--- src/rtl/pipe_stall_ctrl_if.sv ---
// pipe_stall_ctrl_if: hazard inputs and freeze/flush/monitor outputs between the pipeline and its stall controller
//   master: pipeline side, drives register ids, write/load enables, branch and memory handshake
//   slave:  controller side, drives freezes, flushes, mem_start, mem_err and stall counters
interface pipe_stall_ctrl_if #(parameter int CNT_W = 16);
  logic [4:0] id_src1, id_src2, exe_dest, mem_dest;
  logic id_two_src, exe_wb_en, exe_mem_r_en, mem_wb_en, fwd_en, br_taken, mem_req, mem_ready;
  logic pc_freeze, if_id_freeze, id_ex_freeze, ex_mem_freeze, mem_wb_freeze;
  logic if_id_flush, id_ex_flush, mem_start, mem_err;
  logic [CNT_W-1:0] data_stall_cnt, mem_stall_cnt;
  modport master (
    output id_src1, id_src2, id_two_src, exe_dest, exe_wb_en, exe_mem_r_en, mem_dest, mem_wb_en,
           fwd_en, br_taken, mem_req, mem_ready,
    input  pc_freeze, if_id_freeze, id_ex_freeze, ex_mem_freeze, mem_wb_freeze,
           if_id_flush, id_ex_flush, mem_start, mem_err, data_stall_cnt, mem_stall_cnt
  );
  modport slave (
    input  id_src1, id_src2, id_two_src, exe_dest, exe_wb_en, exe_mem_r_en, mem_dest, mem_wb_en,
           fwd_en, br_taken, mem_req, mem_ready,
    output pc_freeze, if_id_freeze, id_ex_freeze, ex_mem_freeze, mem_wb_freeze,
           if_id_flush, id_ex_flush, mem_start, mem_err, data_stall_cnt, mem_stall_cnt
  );
endinterface

--- src/rtl/pipe_stall_ctrl.sv ---
// pipe_stall_ctrl: hazard/stall controller driving freeze and flush of PC, IF/ID, ID/EX, EX/MEM, MEM/WB
//   clk, rst (async, active-high); bus: pipe_stall_ctrl_if.slave carrying hazard inputs,
//   memory handshake, freeze/flush outputs, sticky timeout flag and saturating stall counters
module pipe_stall_ctrl #(
  parameter int MEM_TIMEOUT = 64,
  parameter int CNT_W = 16
) (
  input logic clk,
  input logic rst,
  pipe_stall_ctrl_if.slave bus
);
  localparam int TW = $clog2(MEM_TIMEOUT + 1);
  typedef enum logic {IDLE, MEM_WAIT} state_t;
  state_t state, state_n;
  logic [TW-1:0] tmo, tmo_n;
  logic [CNT_W-1:0] dcnt, mcnt;
  logic err, hit, mem_stall, s_exe, s_mem, raw, hz, brf;
  always_ff @(posedge clk or posedge rst)
    if (rst) begin
      state <= IDLE;
      tmo <= '0;
      err <= 1'b0;
      dcnt <= '0;
      mcnt <= '0;
    end else begin
      state <= state_n;
      tmo <= tmo_n;
      err <= err | hit;
      dcnt <= dcnt + CNT_W'(hz && !(&dcnt));
      mcnt <= mcnt + CNT_W'(mem_stall && !(&mcnt));
    end
  always_comb begin
    hit = state == MEM_WAIT && !bus.mem_ready && tmo == TW'(MEM_TIMEOUT - 1);
    // the timeout cycle itself releases the pipeline
    mem_stall = !rst && (state == IDLE ? bus.mem_req : !bus.mem_ready && !hit);
    state_n = state == IDLE ? (bus.mem_req ? MEM_WAIT : IDLE) : (bus.mem_ready || hit ? IDLE : MEM_WAIT);
    tmo_n = state == MEM_WAIT && !bus.mem_ready && !hit ? tmo + 1'b1 : '0;
    s_exe = bus.exe_dest != 5'd0 && (bus.exe_dest == bus.id_src1 || (bus.id_two_src && bus.exe_dest == bus.id_src2));
    s_mem = bus.mem_dest != 5'd0 && (bus.mem_dest == bus.id_src1 || (bus.id_two_src && bus.mem_dest == bus.id_src2));
    raw = bus.fwd_en ? s_exe && bus.exe_mem_r_en : (s_exe && bus.exe_wb_en) || (s_mem && bus.mem_wb_en);
    // a taken branch discards the ID instruction, so its hazard never stalls
    brf = !rst && !mem_stall && bus.br_taken;
    hz = !rst && !mem_stall && !bus.br_taken && raw;
    bus.pc_freeze = mem_stall || hz;
    bus.if_id_freeze = mem_stall || hz;
    bus.id_ex_freeze = mem_stall;
    bus.ex_mem_freeze = mem_stall;
    bus.mem_wb_freeze = mem_stall;
    bus.if_id_flush = brf;
    bus.id_ex_flush = brf || hz;
    bus.mem_start = !rst && state == IDLE && bus.mem_req;
  end
  assign bus.mem_err = err;
  assign bus.data_stall_cnt = dcnt;
  assign bus.mem_stall_cnt = mcnt;
endmodule

--- src/flat_wrapper.sv ---
// flat-port wrapper written by rule: the top's interface ports become plain ports
module pipe_stall_ctrl_flat 
#(
  parameter int MEM_TIMEOUT = 64,
  parameter int CNT_W = 16
)
  (clk, rst, bus_id_src1, bus_id_src2, bus_id_two_src, bus_exe_dest, bus_exe_wb_en, bus_exe_mem_r_en, bus_mem_dest, bus_mem_wb_en, bus_fwd_en, bus_br_taken, bus_mem_req, bus_mem_ready, bus_pc_freeze, bus_if_id_freeze, bus_id_ex_freeze, bus_ex_mem_freeze, bus_mem_wb_freeze, bus_if_id_flush, bus_id_ex_flush, bus_mem_start, bus_mem_err, bus_data_stall_cnt, bus_mem_stall_cnt);
  pipe_stall_ctrl_if #(.CNT_W(CNT_W)) bus_i ();
  input logic clk;
  input logic rst;
  input wire logic [$bits(bus_i.id_src1)-1:0] bus_id_src1;
  input wire logic [$bits(bus_i.id_src2)-1:0] bus_id_src2;
  input wire logic [$bits(bus_i.id_two_src)-1:0] bus_id_two_src;
  input wire logic [$bits(bus_i.exe_dest)-1:0] bus_exe_dest;
  input wire logic [$bits(bus_i.exe_wb_en)-1:0] bus_exe_wb_en;
  input wire logic [$bits(bus_i.exe_mem_r_en)-1:0] bus_exe_mem_r_en;
  input wire logic [$bits(bus_i.mem_dest)-1:0] bus_mem_dest;
  input wire logic [$bits(bus_i.mem_wb_en)-1:0] bus_mem_wb_en;
  input wire logic [$bits(bus_i.fwd_en)-1:0] bus_fwd_en;
  input wire logic [$bits(bus_i.br_taken)-1:0] bus_br_taken;
  input wire logic [$bits(bus_i.mem_req)-1:0] bus_mem_req;
  input wire logic [$bits(bus_i.mem_ready)-1:0] bus_mem_ready;
  output wire logic [$bits(bus_i.pc_freeze)-1:0] bus_pc_freeze;
  output wire logic [$bits(bus_i.if_id_freeze)-1:0] bus_if_id_freeze;
  output wire logic [$bits(bus_i.id_ex_freeze)-1:0] bus_id_ex_freeze;
  output wire logic [$bits(bus_i.ex_mem_freeze)-1:0] bus_ex_mem_freeze;
  output wire logic [$bits(bus_i.mem_wb_freeze)-1:0] bus_mem_wb_freeze;
  output wire logic [$bits(bus_i.if_id_flush)-1:0] bus_if_id_flush;
  output wire logic [$bits(bus_i.id_ex_flush)-1:0] bus_id_ex_flush;
  output wire logic [$bits(bus_i.mem_start)-1:0] bus_mem_start;
  output wire logic [$bits(bus_i.mem_err)-1:0] bus_mem_err;
  output wire logic [$bits(bus_i.data_stall_cnt)-1:0] bus_data_stall_cnt;
  output wire logic [$bits(bus_i.mem_stall_cnt)-1:0] bus_mem_stall_cnt;
  assign bus_i.id_src1 = bus_id_src1;
  assign bus_i.id_src2 = bus_id_src2;
  assign bus_i.id_two_src = bus_id_two_src;
  assign bus_i.exe_dest = bus_exe_dest;
  assign bus_i.exe_wb_en = bus_exe_wb_en;
  assign bus_i.exe_mem_r_en = bus_exe_mem_r_en;
  assign bus_i.mem_dest = bus_mem_dest;
  assign bus_i.mem_wb_en = bus_mem_wb_en;
  assign bus_i.fwd_en = bus_fwd_en;
  assign bus_i.br_taken = bus_br_taken;
  assign bus_i.mem_req = bus_mem_req;
  assign bus_i.mem_ready = bus_mem_ready;
  assign bus_pc_freeze = bus_i.pc_freeze;
  assign bus_if_id_freeze = bus_i.if_id_freeze;
  assign bus_id_ex_freeze = bus_i.id_ex_freeze;
  assign bus_ex_mem_freeze = bus_i.ex_mem_freeze;
  assign bus_mem_wb_freeze = bus_i.mem_wb_freeze;
  assign bus_if_id_flush = bus_i.if_id_flush;
  assign bus_id_ex_flush = bus_i.id_ex_flush;
  assign bus_mem_start = bus_i.mem_start;
  assign bus_mem_err = bus_i.mem_err;
  assign bus_data_stall_cnt = bus_i.data_stall_cnt;
  assign bus_mem_stall_cnt = bus_i.mem_stall_cnt;
  pipe_stall_ctrl #(.MEM_TIMEOUT(MEM_TIMEOUT), .CNT_W(CNT_W)) u_core (.clk(clk), .rst(rst), .bus(bus_i));
endmodule
--- config.mk ---
export PLATFORM = sky130hd
export DESIGN_NAME = pipe_stall_ctrl_flat
export DESIGN_NICKNAME = d
export VERILOG_FILES = /design/src/rtl/pipe_stall_ctrl_if.sv /design/src/rtl/pipe_stall_ctrl.sv /design/src/flat_wrapper.sv
export SDC_FILE = /design/constraint.sdc
export NUM_CORES = 1
export LEC_CHECK = 0
export CAP_MARGIN = 20
export CORE_UTILIZATION = 49
export DETAILED_ROUTE_END_ITERATION = 16
export GPL_TIMING_DRIVEN = 1
export PLACE_DENSITY = 0.92
export SLEW_MARGIN = 10
export SYNTH_ARGS = -nofsm -noshare
export SYNTH_HDL_FRONTEND = slang
export SYNTH_SLANG_ARGS = --single-unit
export TNS_END_PERCENT = 1
--- constraint.sdc ---
create_clock -name clk -period 7.88 [get_ports clk]
set_clock_uncertainty 0.15 [all_clocks]
set_input_delay 0.788 -clock clk [delete_from_list [all_inputs] [get_ports clk]]
set_output_delay 0.788 -clock clk [all_outputs]
set_load 0.05 [all_outputs]
==> Word-level counts from Yosys, hierarchy flattened <==
Index checks and enable logic that the tools add are counted.
Widths: inputs -> output; s select.
{ "word_totals": {"ff_bits": 41, "latchBits": 0, "ramBits": 0, "rom_bits": 0, "input_bits": 30, "output_inout_bits": 41, "n_memories": 0} }
{ "classes": {"n_addsub": 3, "n_mul": 0, "div_mod_pow": 0, "n_lt_le_gt_ge": 0, "n_eq_ne": 5, "n_shift": 0, "n_mux": 6, "bitwise": 2, "reduce_logical": 37} }
{ "ops": {"columns": ["operator", "count"], "rows": [
  ["$add 16x1->16", 2],
  ["$reduce_and 16->1", 2],
  ["$eq 5x5->1", 4],
  ["$logic_and 1x1->1", 20],
  ["$reduce_bool 5->1", 2],
  ["$add 7x1->7 const B", 1],
  ["$eq 7x6->1 const B", 1],
  ["$logic_not 1->1", 7],
  ["$mux 7", 1],
  ["$logic_or 1x1->1", 6],
  ["$mux 1", 5],
  ["$not 1->1", 1],
  ["$or 1x1->1", 1]
]} }

==> Longest topological paths before layout <==
{ "logic_depth": {"depth_word": 13, "mapped_depth": 12, "depth_no_buf": 12} }

==> Worst setup path after synthesis <==
Ideal clock, no wire load.
{ "synth_path": {"path_kind": "input -> output", "start": "in rst", "end": "out bus_pc_freeze", "arrival_ns": 3.070, "t_required_ns": 6.942, "path_slack_ns": 3.872, "cell_stages": 4, "path_cell_list": "inv_1 -> nand4_1 -> o21bai_1 -> buf_4"} }
{ "synth_between": {"elab_chain_len": 7} }
{ "synth_rtl": {"columns": ["element", "line", "text"], "rows": [
  ["start, declared", "flat_wrapper.sv:10", "input logic rst;"],
  ["$logic_not 1->1 *", "pipe_stall_ctrl.sv:35, pipe_stall_ctrl.sv:43", null],
  ["$logic_and 1x1->1", "pipe_stall_ctrl.sv:35", "mem_stall = !rst && (state == IDLE ? bus.mem_req : !bus.mem_ready && !hit);"],
  ["$logic_not 1->1", "pipe_stall_ctrl.sv:43", "hz = !rst && !mem_stall && !bus.br_taken && raw;"],
  ["$logic_and 1x1->1 (3 in a row)", "pipe_stall_ctrl.sv:43", null],
  ["$logic_or 1x1->1 *", null, null],
  ["end, declared", "flat_wrapper.sv:23", "output wire logic [$bits(bus_i.pc_freeze)-1:0] bus_pc_freeze;"]
]} }
Every way passes the cells marked *; elsewhere a longest branch is shown, timed or not.

==> Final worst setup path <==
{ "layout_path": {"start": "in bus_exe_dest[2]", "end": "out bus_id_ex_flush"} }
{ "layout_between": {"elab_chain_len": 9} }
{ "layout_rtl": {"columns": ["element", "line", "text"], "rows": [
  ["start, declared", "flat_wrapper.sv:14", "input wire logic [$bits(bus_i.exe_dest)-1:0] bus_exe_dest;"],
  ["$eq 5x5->1", "pipe_stall_ctrl.sv:38", "s_exe = bus.exe_dest != 5'd0 && (bus.exe_dest == bus.id_src1 || (bus.id_two_src && bus.exe_dest == bus.id_src2 ..."],
  ["$logic_and 1x1->1", "pipe_stall_ctrl.sv:38", null],
  ["$logic_or 1x1->1", "pipe_stall_ctrl.sv:38", null],
  ["$logic_and 1x1->1 *", "pipe_stall_ctrl.sv:38", null],
  ["$logic_and 1x1->1", "pipe_stall_ctrl.sv:40", "raw = bus.fwd_en ? s_exe && bus.exe_mem_r_en : (s_exe && bus.exe_wb_en) || (s_mem && bus.mem_wb_en);"],
  ["$logic_or 1x1->1", "pipe_stall_ctrl.sv:40", null],
  ["$mux 1 *", "pipe_stall_ctrl.sv:40", null],
  ["$logic_and 1x1->1 *", "pipe_stall_ctrl.sv:43", null],
  ["$logic_or 1x1->1 *", "pipe_stall_ctrl.sv:50", "bus.id_ex_flush = brf || hz;"],
  ["end, declared", "flat_wrapper.sv:29", "output wire logic [$bits(bus_i.id_ex_flush)-1:0] bus_id_ex_flush;"]
]} }
Marked as above.

==> flow_summary.json <==
{
  "crit_path_cell_trace": "clkdlybuf4s50_1 > xor2_1 > nor4_1 > a32oi_1 > o32a_1 > a211oi_2 > clkdlybuf4s50_1",
  "relSlewSlack_pct": 64.80,
  "r2r_start": "u_core.tmo[0]$_DFF_PP0_",
  "yosys.area.top_type": "dfrtp_1",
  "clock_path_buffers": 2,
  "syn_to_final_growth_pct": 40.23,
  "grt_usage_pct": 22.91,
  "vias": 1690,
  "crit_required_ps": 6940,
  "peakVddDrop_mv": 0.2274,
  "path_delay_family": "buffers and inverters",
  "synth.yosys.seq_area_share_pct": 49.46,
  "grt_pass1_wl_um": 7458,
  "firstDrtPassIters": 4,
  "reg2reg_to": "u_core.bus.data_stall_cnt[13]$_DFF_PP0_",
  "antenna_cells": 0,
  "endpoint": "bus_id_ex_flush",
  "slew_violations": 0,
  "grt_pass1_vias": 1740,
  "min_period_over_period_pct": 55.22,
  "syn_area_um2": 2074,
  "status": "finished clean",
  "numCtsBuffers": 5,
  "stdcell_count": 322,
  "end_kind": "primary output",
  "cts-hold-fix-buffers": 0,
  "switchingPower_mw": 0.1985,
  "fp.coreArea_um2": 4029,
  "grt_max_degree": 43,
  "hold_path_class": "reg -> reg",
  "min_from": "u_core.bus.mem_err$_DFF_PP0_",
  "cts-root-buf": "clkbuf_8",
  "post_cts_resized": 0,
  "max_freq_ghz": 0.2298,
  "rsz0062_at_grt": "false",
  "ant_nets": 0,
  "layout-drive-gt1-share_pct": 2.941,
  "worstSetupPathType": "in -> out",
  "ys_types": 27,
  "setup_viol": 0,
  "ys_warn_count": 0,
  "clkTransAtPathRegs_ps": 70,
  "dp_hpwl_um": 3682,
  "p_per_area_nw_per_um2": 192.1,
  "start_util_pct": 51.49,
  "synthCells": 197,
  "fp.dieW_um": 67.07,
  "postCtsSetupBuffers": 0,
  "reg2reg_setup_slack_ps": 4800,
  "intPower_mw": 0.3604,
  "power_frac_clock_pct": 24.9,
  "start_kind": "input pin",
  "cts.sinks": 41,
  "fp.dieH_um": 67.07,
  "cpPeakStageDelay_ps": 830,
  "via_per_inst": 5.248,
  "ios": 71,
  "antenna_found_initial": 0,
  "slowest_stage": "clkdlybuf4s50_1",
  "path_common_cell": "clkdlybuf4s50_1",
  "core.rowCount": 23,
  "worst_pin_slew_ps": 526.4,
  "synth.top_cell.area_share_pct": 49.46,
  "overflow": 0,
  "clk_latency_ps": 300,
  "seqCellArea_um2": 1026,
  "maxCapViolCount": 0,
  "nFillCells": 318,
  "synth.area.top_cells": "dfrtp_1 49%, xor2_1 13%, xnor2_1 9.3%, nor2_1 3.8%, ha_1 3.6%",
  "fin_crit_ps": 4351,
  "path_buf_inv": 2,
  "finalSetupTns_ps": 0,
  "syn_nets": 233,
  "arrival_ps": 3410,
  "startpoint": "bus_exe_dest[2]",
  "wl_um": 4808,
  "p_comb_share_pct": 30.3,
  "numPortBuffers": 70,
  "post_drt_wl_per_cell_um": 14.93,
  "place_congestion": 0.7420,
  "reg2reg_depth": 12,
  "p_leak_nw": 1.284,
  "multi_input_area_um2": 1011,
  "ys_ff_latch": 41,
  "htree_levels": 2,
  "power_frac_seq_pct": 44.8,
  "cts_tree": "done",
  "worstPathMaxFanout": 3,
  "dp.cells": 315,
  "crit_cells": 7,
  "die-area_um2": 4498,
  "drcViolationCount": 0,
  "drt_iter0_markers": 32,
  "synth_area_per_cell_um2": 10.53,
  "netSwitchingFraction_pct": 35.52,
  "final-hold-violation-count": 0,
  "layout.nets": 308
}
[worst min-delay path by stage]
| stage | end | slack (ps) | cells after the start |
|---|---|---|---|
| CTS | u_core.tmo[0]$_DFF_PP0_ | 330 | 1 |
| global route | u_core.tmo[0]$_DFF_PP0_ | 340 | 1 |
| floorplan | u_core.tmo[0]$_DFF_PP0_ | 280 | 1 |
| global placement | u_core.bus.mem_err$_DFF_PP0_ | 300 | 2 |
| finish | u_core.bus.mem_err$_DFF_PP0_ | 320 | 2 |
| detailed placement | u_core.bus.mem_err$_DFF_PP0_ | 310 | 2 |
[layout by cell type, fill, tap and decap left out, types with 2 or more instances in the layout]
cell	count
nand3_1	15
clkbuf_8	6
clkdlybuf4s50_1	70
a32oi_1	2
nor4_1	2
nor3_1	6
ha_1	6
xor2_1	30
inv_1	4
nor2_1	21
dfrtp_1	41
xnor2_1	22
nand2b_1	2
nand2_1	14
nor2b_1	2
and3_1	7
nand4_1	8
or4_1	2
[power groups by stage]
| stage | clock network, mW | registers (mW) | logic [mW] |
|---|---|---|---|
| 6_report | 0.139 | 0.250 | 0.169 |
| 4_1_cts | 0.140 | 0.250 | 0.171 |
| 5_1_grt | 0.149 | 0.254 | 0.178 |
| 3_5_place_dp | 0 | 0.254 | 0.170 |
| 3_3_place_gp | 0 | 0.253 | 0.167 |
| 2_1_floorplan | 0 | 0.308 | 0.0476 |
[flip-flops by register name (all words and copies together) (netlist names)]
name	cells
u_core.bus.data_stall_cnt	16
u_core.bus.mem_stall_cnt	16
u_core.tmo	7
u_core.state	1
u_core.bus.mem_err	1
[through the flow]
step                util (%)  total power [mW]  setup slack [ps]  instance area (µm²)  hold WS (ps)
finish                 72.21            0.5589              3529                 2909         323.4
global route           72.21            0.5820              3404                 2909         342.2
CTS                    72.21            0.5616              3528                 2909         328.8
detailed placement     70.06            0.4239              3535                 2823         312.4
global placement       70.06            0.4202              3572                 2823         297.9
floorplan                  -            0.3553              3872                 2074         282.9
[final cells by class]
type / count / share of cell area, %
timing repair buffer: 71 / 24.34
sequential: 41 / 35.27
clock buffer: 7 / 2.968
multi-input combinational: 149 / 34.75
tap: 50 / 2.151
inverter: 4 / 0.5161
[cells by family after synthesis]
family | Yosys count | share of synthesized area [%]
and+or+nand+nor | 80 | 18.88
muxes | 1 | 0.4825
AOI/OAI and AO/OA | 10 | 3.799
xor gates and xnor gates | 52 | 21.95
buffers and inverters | 7 | 1.809
DFF | 41 | 49.46
adders and majority gates | 6 | 3.619
[worst register-to-register path, delay by kind of cell (launching register included)]
kind	cells	cell delay [ps]
AND/OR/NAND/NOR	8	1460
AO/OA/AOI/OAI	1	420
XOR/XNOR	1	130
adder cells (fa/ha/maj)	2	440
flip-flops	1	380
[Yosys cell counts]
master     n
a211oi_2   1
a21oi_1    1
a32oi_1    2
and3_1     7
and4_1     1
buf_4      3
dfrtp_1   41
ha_1       6
inv_1      4
mux2i_1    1
nand2_1   14
nand2b_1   2
nand3_1   15
nand4_1    8
nor2_1    21
nor2b_1    2
nor3_1     6
nor4_1     2
o21ai_0    1
o21ai_1    1
o21bai_1   1
o31a_1     1
o31ai_1    1
o32a_1     1
or4_1      2
xnor2_1   22
xor2_1    30
[per-layer routing]
layer  routed length, µm  global-route usage (%)
met5                   0                       0
met4                  65                   9.840
met3                 435                   8.562
met2                2381                   41.50
met1                1926                   23.00
No activity file was read; power rests on OpenSTA's default activity.
==> patch 1: new RTL, config.mk and constraints unchanged <==
`MEM_TIMEOUT` is set to 64 in 2 places; all go to 256.
--- a/src/rtl/pipe_stall_ctrl.sv
+++ b/src/rtl/pipe_stall_ctrl.sv
@@ -2,7 +2,7 @@
 //   clk, rst (async, active-high); bus: pipe_stall_ctrl_if.slave carrying hazard inputs,
 //   memory handshake, freeze/flush outputs, sticky timeout flag and saturating stall counters
 module pipe_stall_ctrl #(
-  parameter int MEM_TIMEOUT = 64,
+  parameter int MEM_TIMEOUT = 256,
   parameter int CNT_W = 16
 ) (
   input logic clk,
--- a/src/flat_wrapper.sv
+++ b/src/flat_wrapper.sv
@@ -1,7 +1,7 @@
 // flat-port wrapper written by rule: the top's interface ports become plain ports
 module pipe_stall_ctrl_flat 
 #(
-  parameter int MEM_TIMEOUT = 64,
+  parameter int MEM_TIMEOUT = 256,
   parameter int CNT_W = 16
 )
   (clk, rst, bus_id_src1, bus_id_src2, bus_id_two_src, bus_exe_dest, bus_exe_wb_en, bus_exe_mem_r_en, bus_mem_dest, bus_mem_wb_en, bus_fwd_en, bus_br_taken, bus_mem_req, bus_mem_ready, bus_pc_freeze, bus_if_id_freeze, bus_id_ex_freeze, bus_ex_mem_freeze, bus_mem_wb_freeze, bus_if_id_flush, bus_id_ex_flush, bus_mem_start, bus_mem_err, bus_data_stall_cnt, bus_mem_stall_cnt);
Behaviour: no difference found for any inputs over 10 cycles, from zero or initial values and one cycle with rst high; that may be too few to reach the edited logic, so the function may still have changed.
==> patch 1 against the original RTL <==
Synthesized cell count rose by 9.1%; power rose by 0.80%; sequential cell count rose by 2; wire length fell by 1.9%; setup slack improved by 190 ps; synthesized area rose by 7.4%; critical endpoint is now bus_if_id_freeze; cell area rose by 4.9%; count of clock-buffer cells in the layout fell by 1.
==> patch 1: results (changes against the original RTL) <==
Run status
  – Status: finished, final reports clean (unchanged)

Clock tree
  – Clk_lat worst skew: 290 ps
  – Total CTS buffers: 5 (unchanged)
  – H-tree depth: 2 (unchanged)
  – Clock Path Buffers: 2 (unchanged)

Pwr
  – Leak: 1.297 nW (was 1.284 nW)
  – VDD IR-drop max: 0.1215 mV (was 0.2274 mV)

Worst hold path
  – Class of the worst hold path: flop to flop (unchanged)
  – Hold Crit Endpoint: u_core.tmo[0] (was u_core.bus.mem_err)
  – Hold path start: u_core.tmo[0] (was u_core.bus.mem_err)
  – Hold Path Depth: 1 (was 2)

Detailed routing
  – ANT nets after route: 0 (unchanged)
  – Via density per instance: 5.155 (was 5.248)
  – Starting DRT DRC Count: 81 (was 32)
  – WL met1: 2.014 mm (was 1.926 mm)
  – DR WL met3: 165 µm (was 435 µm)
  – Mean routed wirelength per cell: 13.84 µm (was 14.93 µm)
  – Routed met2 length: 2.474 mm (was 2.381 mm)
  – Max layer used: met4 (unchanged)

GRT
  – Pin count of the biggest net entering global routing: 45 (was 43)
  – First-pass GRT wire length: 8.321 mm (was 7.458 mm)
  – Total global-route track usage: 21.65% (was 22.91%)

Setup path
  – Worst R2R End: u_core.bus.data_stall_cnt[9] (was u_core.bus.data_stall_cnt[13])
  – RR Startpoint: u_core.tmo[0] (unchanged)
  – Reg2reg setup slack: 4640 ps (was 4800 ps)
  – Reg2Reg Depth: 13 (was 12)
  – Worst EP arrival: 3220 ps (was 3410 ps)
  – Critical path fanouts, max: 6 (was 3)

Yosys
  – Syn Nets: 251 (was 233)
  – Top cells by count, synth: 43 x dfrtp_1, 43 x xnor2_1, 18 x nand2_1, 17 x nand3_1, 17 x nor2_1 (was 41 x dfrtp_1, 30 x xor2_1, 22 x xnor2_1, 21 x nor2_1, 15 x nand3_1)
  – Synth top area share: 48.31% (was 49.46%)
  – Post-synthesis async set-or-reset flop share: 100.0% (unchanged)
  – Largest cells by area after synthesis: dfrtp_1 48%, xnor2_1 17%, xor2_1 3.9%, nand3_1 3.8%, ha_1 3.4% (was dfrtp_1 49%, xor2_1 13%, xnor2_1 9.3%, nor2_1 3.8%, ha_1 3.6%)
  – Mapped Area: 2227 µm² (was 2074 µm²)
  – Netlist cell types: 30 (was 27)
  – Register area share after synthesis: 48.31% (was 49.46%)

Place
  – Routability cong.: 0.9161 (was 0.7420)
  – HPWL after DPL: 3.637 mm (was 3.682 mm)
  – Area of placed instances: 2968 µm² (was 2823 µm²)

Cells and area
  – Diode count: 0 (unchanged)
  – Final Net Count: 324 (was 308)
  – Layout cells sized above 1: 4.844% (was 2.941%)

STA
  – Max-slew headroom: 63.64% (was 64.80%)
patch 1: how the worst max path moves through the flow:
stage,startpoint,end,slack (ps),cells after the start
6_report,u_core.tmo[0],bus_if_id_freeze,3720,10
3_5_place_dp,bus_exe_dest[0],bus_if_id_freeze,3780,7
5_1_grt,u_core.tmo[0],bus_if_id_freeze,3420,10
3_3_place_gp,bus_exe_dest[0],bus_pc_freeze,3830,7
4_1_cts,u_core.tmo[0],bus_if_id_freeze,3680,10
2_1_floorplan,rst,bus_pc_freeze,4310,4
patch 1: cells by family after synthesis:
family | after synthesis | synth area share (%)
xor+xnor | 53 | 20.84
mux | 1 | 0.5056
buf+inv | 14 | 2.977
flops | 43 | 48.31
compound gates | 13 | 4.101
fa+ha+maj | 6 | 3.371
simple gates | 85 | 19.89
patch 1: stage by stage:
stage | utilization (%) | setup slack (ps) | std cells | hold WS, ps
after floorplan | - | 4310 | 215 | 304.7
after global placement | 68.16 | 3826 | 333 | 313.2
after detailed placement | 68.16 | 3775 | 333 | 326.8
after CTS | 70.11 | 3685 | 341 | 337.2
after global routing | 70.11 | 3424 | 341 | 356.4
final | 70.11 | 3718 | 341 | 335.1
patch 1: final cells by class:
| type | count | area (µm²) |
|---|---|---|
| multi-input combinational | 158 | 1085 |
| tap | 52 | 65.06 |
| inverter | 9 | 33.78 |
| clock inverter | 2 | 12.51 |
| timing repair buffer | 71 | 708.2 |
| clock buffer | 6 | 72.57 |
| sequential | 43 | 1076 |
| fill | 321 | 1301 |
patch 1: critical path, cell delays in order (launching register included):
cell             delay, ps
dfrtp_1                390
ha_1                   200
nand3_1                160
nor3_1                 200
ha_1                   210
nor3b_1                 80
or3_1                  460
nor3_2                 180
a22oi_1                120
nand2_1                110
clkdlybuf4s50_1        810
patch 1: power by group:
group / leakage [nW] / internal, mW / switching, mW
combinational: 0.668 / 0.0638 / 0.104
sequential: 0.588 / 0.238 / 0.0226
clock: 0.0412 / 0.0619 / 0.0730
total: 1.30 / 0.363 / 0.200
patch 1: per-layer routing:
layer	vias up	global-route usage, %
met1	840	26.99
li1	871	-
met2	40	37.00
met3	7	4.942
met5	-	0
met4	0	7.256
==> patch 2: new RTL, same settings <==
Made on the original files. Reset style: synchronous (`rst`), changed in one clocked block. Comments in the files are not updated.
--- a/src/rtl/pipe_stall_ctrl.sv
+++ b/src/rtl/pipe_stall_ctrl.sv
@@ -15,7 +15,7 @@
   logic [TW-1:0] tmo, tmo_n;
   logic [CNT_W-1:0] dcnt, mcnt;
   logic err, hit, mem_stall, s_exe, s_mem, raw, hz, brf;
-  always_ff @(posedge clk or posedge rst)
+  always_ff @(posedge clk)
     if (rst) begin
       state <= IDLE;
       tmo <= '0;
Check against the original RTL: differs if rst is asserted again (counterexample within 4 cycles, from zero or initial values and one cycle with rst high); with rst held inactive, the same outputs for 10 cycles.
==> patch 2 against the original RTL <==
Sequential cell count is the same; critical path depth unchanged; core utilization decreased by 1.1 points; wire length shrank 5.7%; via count is 8.8% higher; synthesized area fell by 0.66%; sequential share of layout area shrank 6.6 points; hold slack worse by 12 ps; setup slack better by 72 ps; cell area decreased by 1.5%.
Power is not compared: it rests on default switching activity, and its combinational part moved more than twofold at a synthesized area within 25%.
==> patch 2: results (changes against the original RTL) <==
Worst hold path
  – Hold Path Depth: 2 (unchanged)
  – Class of the worst hold path: flop to flop (unchanged)

Pwr
  – Leak: 1.065 nW
  – P_int: 0.3059 mW

Setup path
  – Top cell family by delay on the critical path: buffers and inverters (unchanged)
  – Max stage delay on crit path: 850 ps (was 830 ps)
  – RR Startpoint: u_core.tmo[0] (unchanged)
  – Worst R2R End: u_core.bus.mem_stall_cnt[14] (was u_core.bus.data_stall_cnt[13])
  – CP startpoint: bus_exe_dest[2] (unchanged)
  – Critical path destination: bus_if_id_freeze (was bus_id_ex_flush)
  – Reg2reg setup slack: 4890 ps (was 4800 ps)
  – Critical path fanouts, max: 3 (unchanged)
  – Reg2Reg Depth: 12 (unchanged)

Yosys
  – Top cells by count, synth: 41 x dfxtp_1, 39 x nor2_1, 38 x xor2_1, 16 x nand3_1, 13 x xnor2_1 (was 41 x dfrtp_1, 30 x xor2_1, 22 x xnor2_1, 21 x nor2_1, 15 x nand3_1)
  – Post-synthesis mux area share: 0.4857% (was 0.4825%)
  – Post-synthesis async set-or-reset flop share: 0% (was 100.0%)
  – Largest cells by area after synthesis: dfxtp_1 40%, xor2_1 16%, nor2_1 7.1%, xnor2_1 5.5%, nand3_1 3.9% (was dfrtp_1 49%, xor2_1 13%, xnor2_1 9.3%, nor2_1 3.8%, ha_1 3.6%)
  – Yosys warns: 0 (unchanged)
  – Netlist cell types: 30 (was 27)
  – Syn Nets: 275 (was 233)
  – Synth Area in Compound Gates: 3.886% (was 3.800%)
  – Xor/xnor cell area share of the yosys netlist: 21.68% (was 21.95%)
  – Synth Area in Adders: 3.643% (was 3.619%)
  – Register area share after synthesis: 39.83% (was 49.46%)

Place
  – IO buf count: 70 (unchanged)
  – HPWL after DPL: 3.431 mm (was 3.682 mm)
  – Routability cong.: 0.8228 (was 0.7420)

GRT
  – Pin count of the biggest net entering global routing: 37 (was 43)
  – Vias in the first global route: 1734 (was 1740)
  – Total global-route track usage: 21.62% (was 22.91%)
  – First-pass GRT wire length: 7.251 mm (was 7.458 mm)

Clock tree
  – Worst-path clk slew: 70 ps (about the same)
  – H-tree depth: 2 (unchanged)
  – Clock Path Buffers: 2 (unchanged)
  – Clk_lat worst skew: 290 ps
  – Post-CTS setup buffers: 0 (unchanged)
  – Total CTS buffers: 5 (unchanged)
  – Root Buffer: clkbuf_8 (unchanged)

Detailed routing
  – Starting DRT DRC Count: 109 (was 32)
  – Mean routed wirelength per cell: 12.73 µm (was 14.93 µm)
  – Total number of vias: 1838 (was 1690)

Cells and area
  – Diode count: 0 (unchanged)
  – Fillers: 324 (was 318)
  – Final Net Count: 342 (was 308)
  – Layout cells sized above 1: 2.614% (was 2.941%)

Run status
  – Status: finished, final reports clean (unchanged)

STA
  – Slew @ Worst Pin: 516.7 ps (was 526.4 ps)
[patch 2: cell type report]
type / count / area, µm² / area share (%)
Multi-Input combinational cell: 180 / 1160 / 40.50
Timing Repair Buffer: 71 / 708.2 / 24.73
Inverter: 7 / 26.28 / 0.9174
Clock buffer: 7 / 86.33 / 3.014
Tap cell: 50 / 62.56 / 2.184
Sequential cell: 41 / 820.8 / 28.66
[patch 2: tightest hold or removal path: stages, from the launching register on]
cell and delay (ps):
dfxtp_1 310, o21ai_0 70, nor2_1 40
[patch 2: stage by stage]
step                      hold slack, ps  power [mW]  cells  instance area (µm²)  setup WS (ps)
after floorplan                    267.5      0.2479    239                 2061           3622
after global routing               348.3      0.4209    356                 2864           3479
after CTS                          309.4      0.4111    356                 2864           3594
final                              311.5      0.4067    356                 2864           3601
after detailed placement           296.7      0.2759    349                 2778           3597
after global placement             280.6      0.2746    349                 2778           3706
[patch 2: logic make-up after synthesis]
logic type / count (synthesis)
buf+inv: 18
flops: 41
mux: 1
simple gates: 109
fa+ha+maj: 6
compound gates: 13
xor+xnor: 51
[patch 2: worst min path at each step]
| stage | startpoint | to |
|---|---|---|
| floorplan | u_core.tmo[0] | u_core.tmo[0] |
| global placement | u_core.tmo[0] | u_core.tmo[0] |
| detailed placement | u_core.tmo[6] | u_core.tmo[6] |
| CTS | u_core.tmo[6] | u_core.tmo[6] |
| global route | u_core.tmo[6] | u_core.tmo[6] |
| finish | u_core.tmo[6] | u_core.tmo[6] |
[patch 2: layer usage]
metal  global-route usage, %  share of wire [%]  wire length (µm)
met1                   23.45                 44              1996
met4                   11.70                2.3               102
met5                       0                  0                 0
met2                   38.76                 50              2253
met3                   4.452                4.0               180
[patch 2: power groups by stage]
stage	Combinational (mW)	Clock [mW]	Sequential, mW
2_1_floorplan	0.0301	0	0.218
3_3_place_gp	0.0598	0	0.215
3_5_place_dp	0.0609	0	0.215
4_1_cts	0.0611	0.140	0.210
5_1_grt	0.0648	0.146	0.210
6_report	0.0608	0.136	0.210
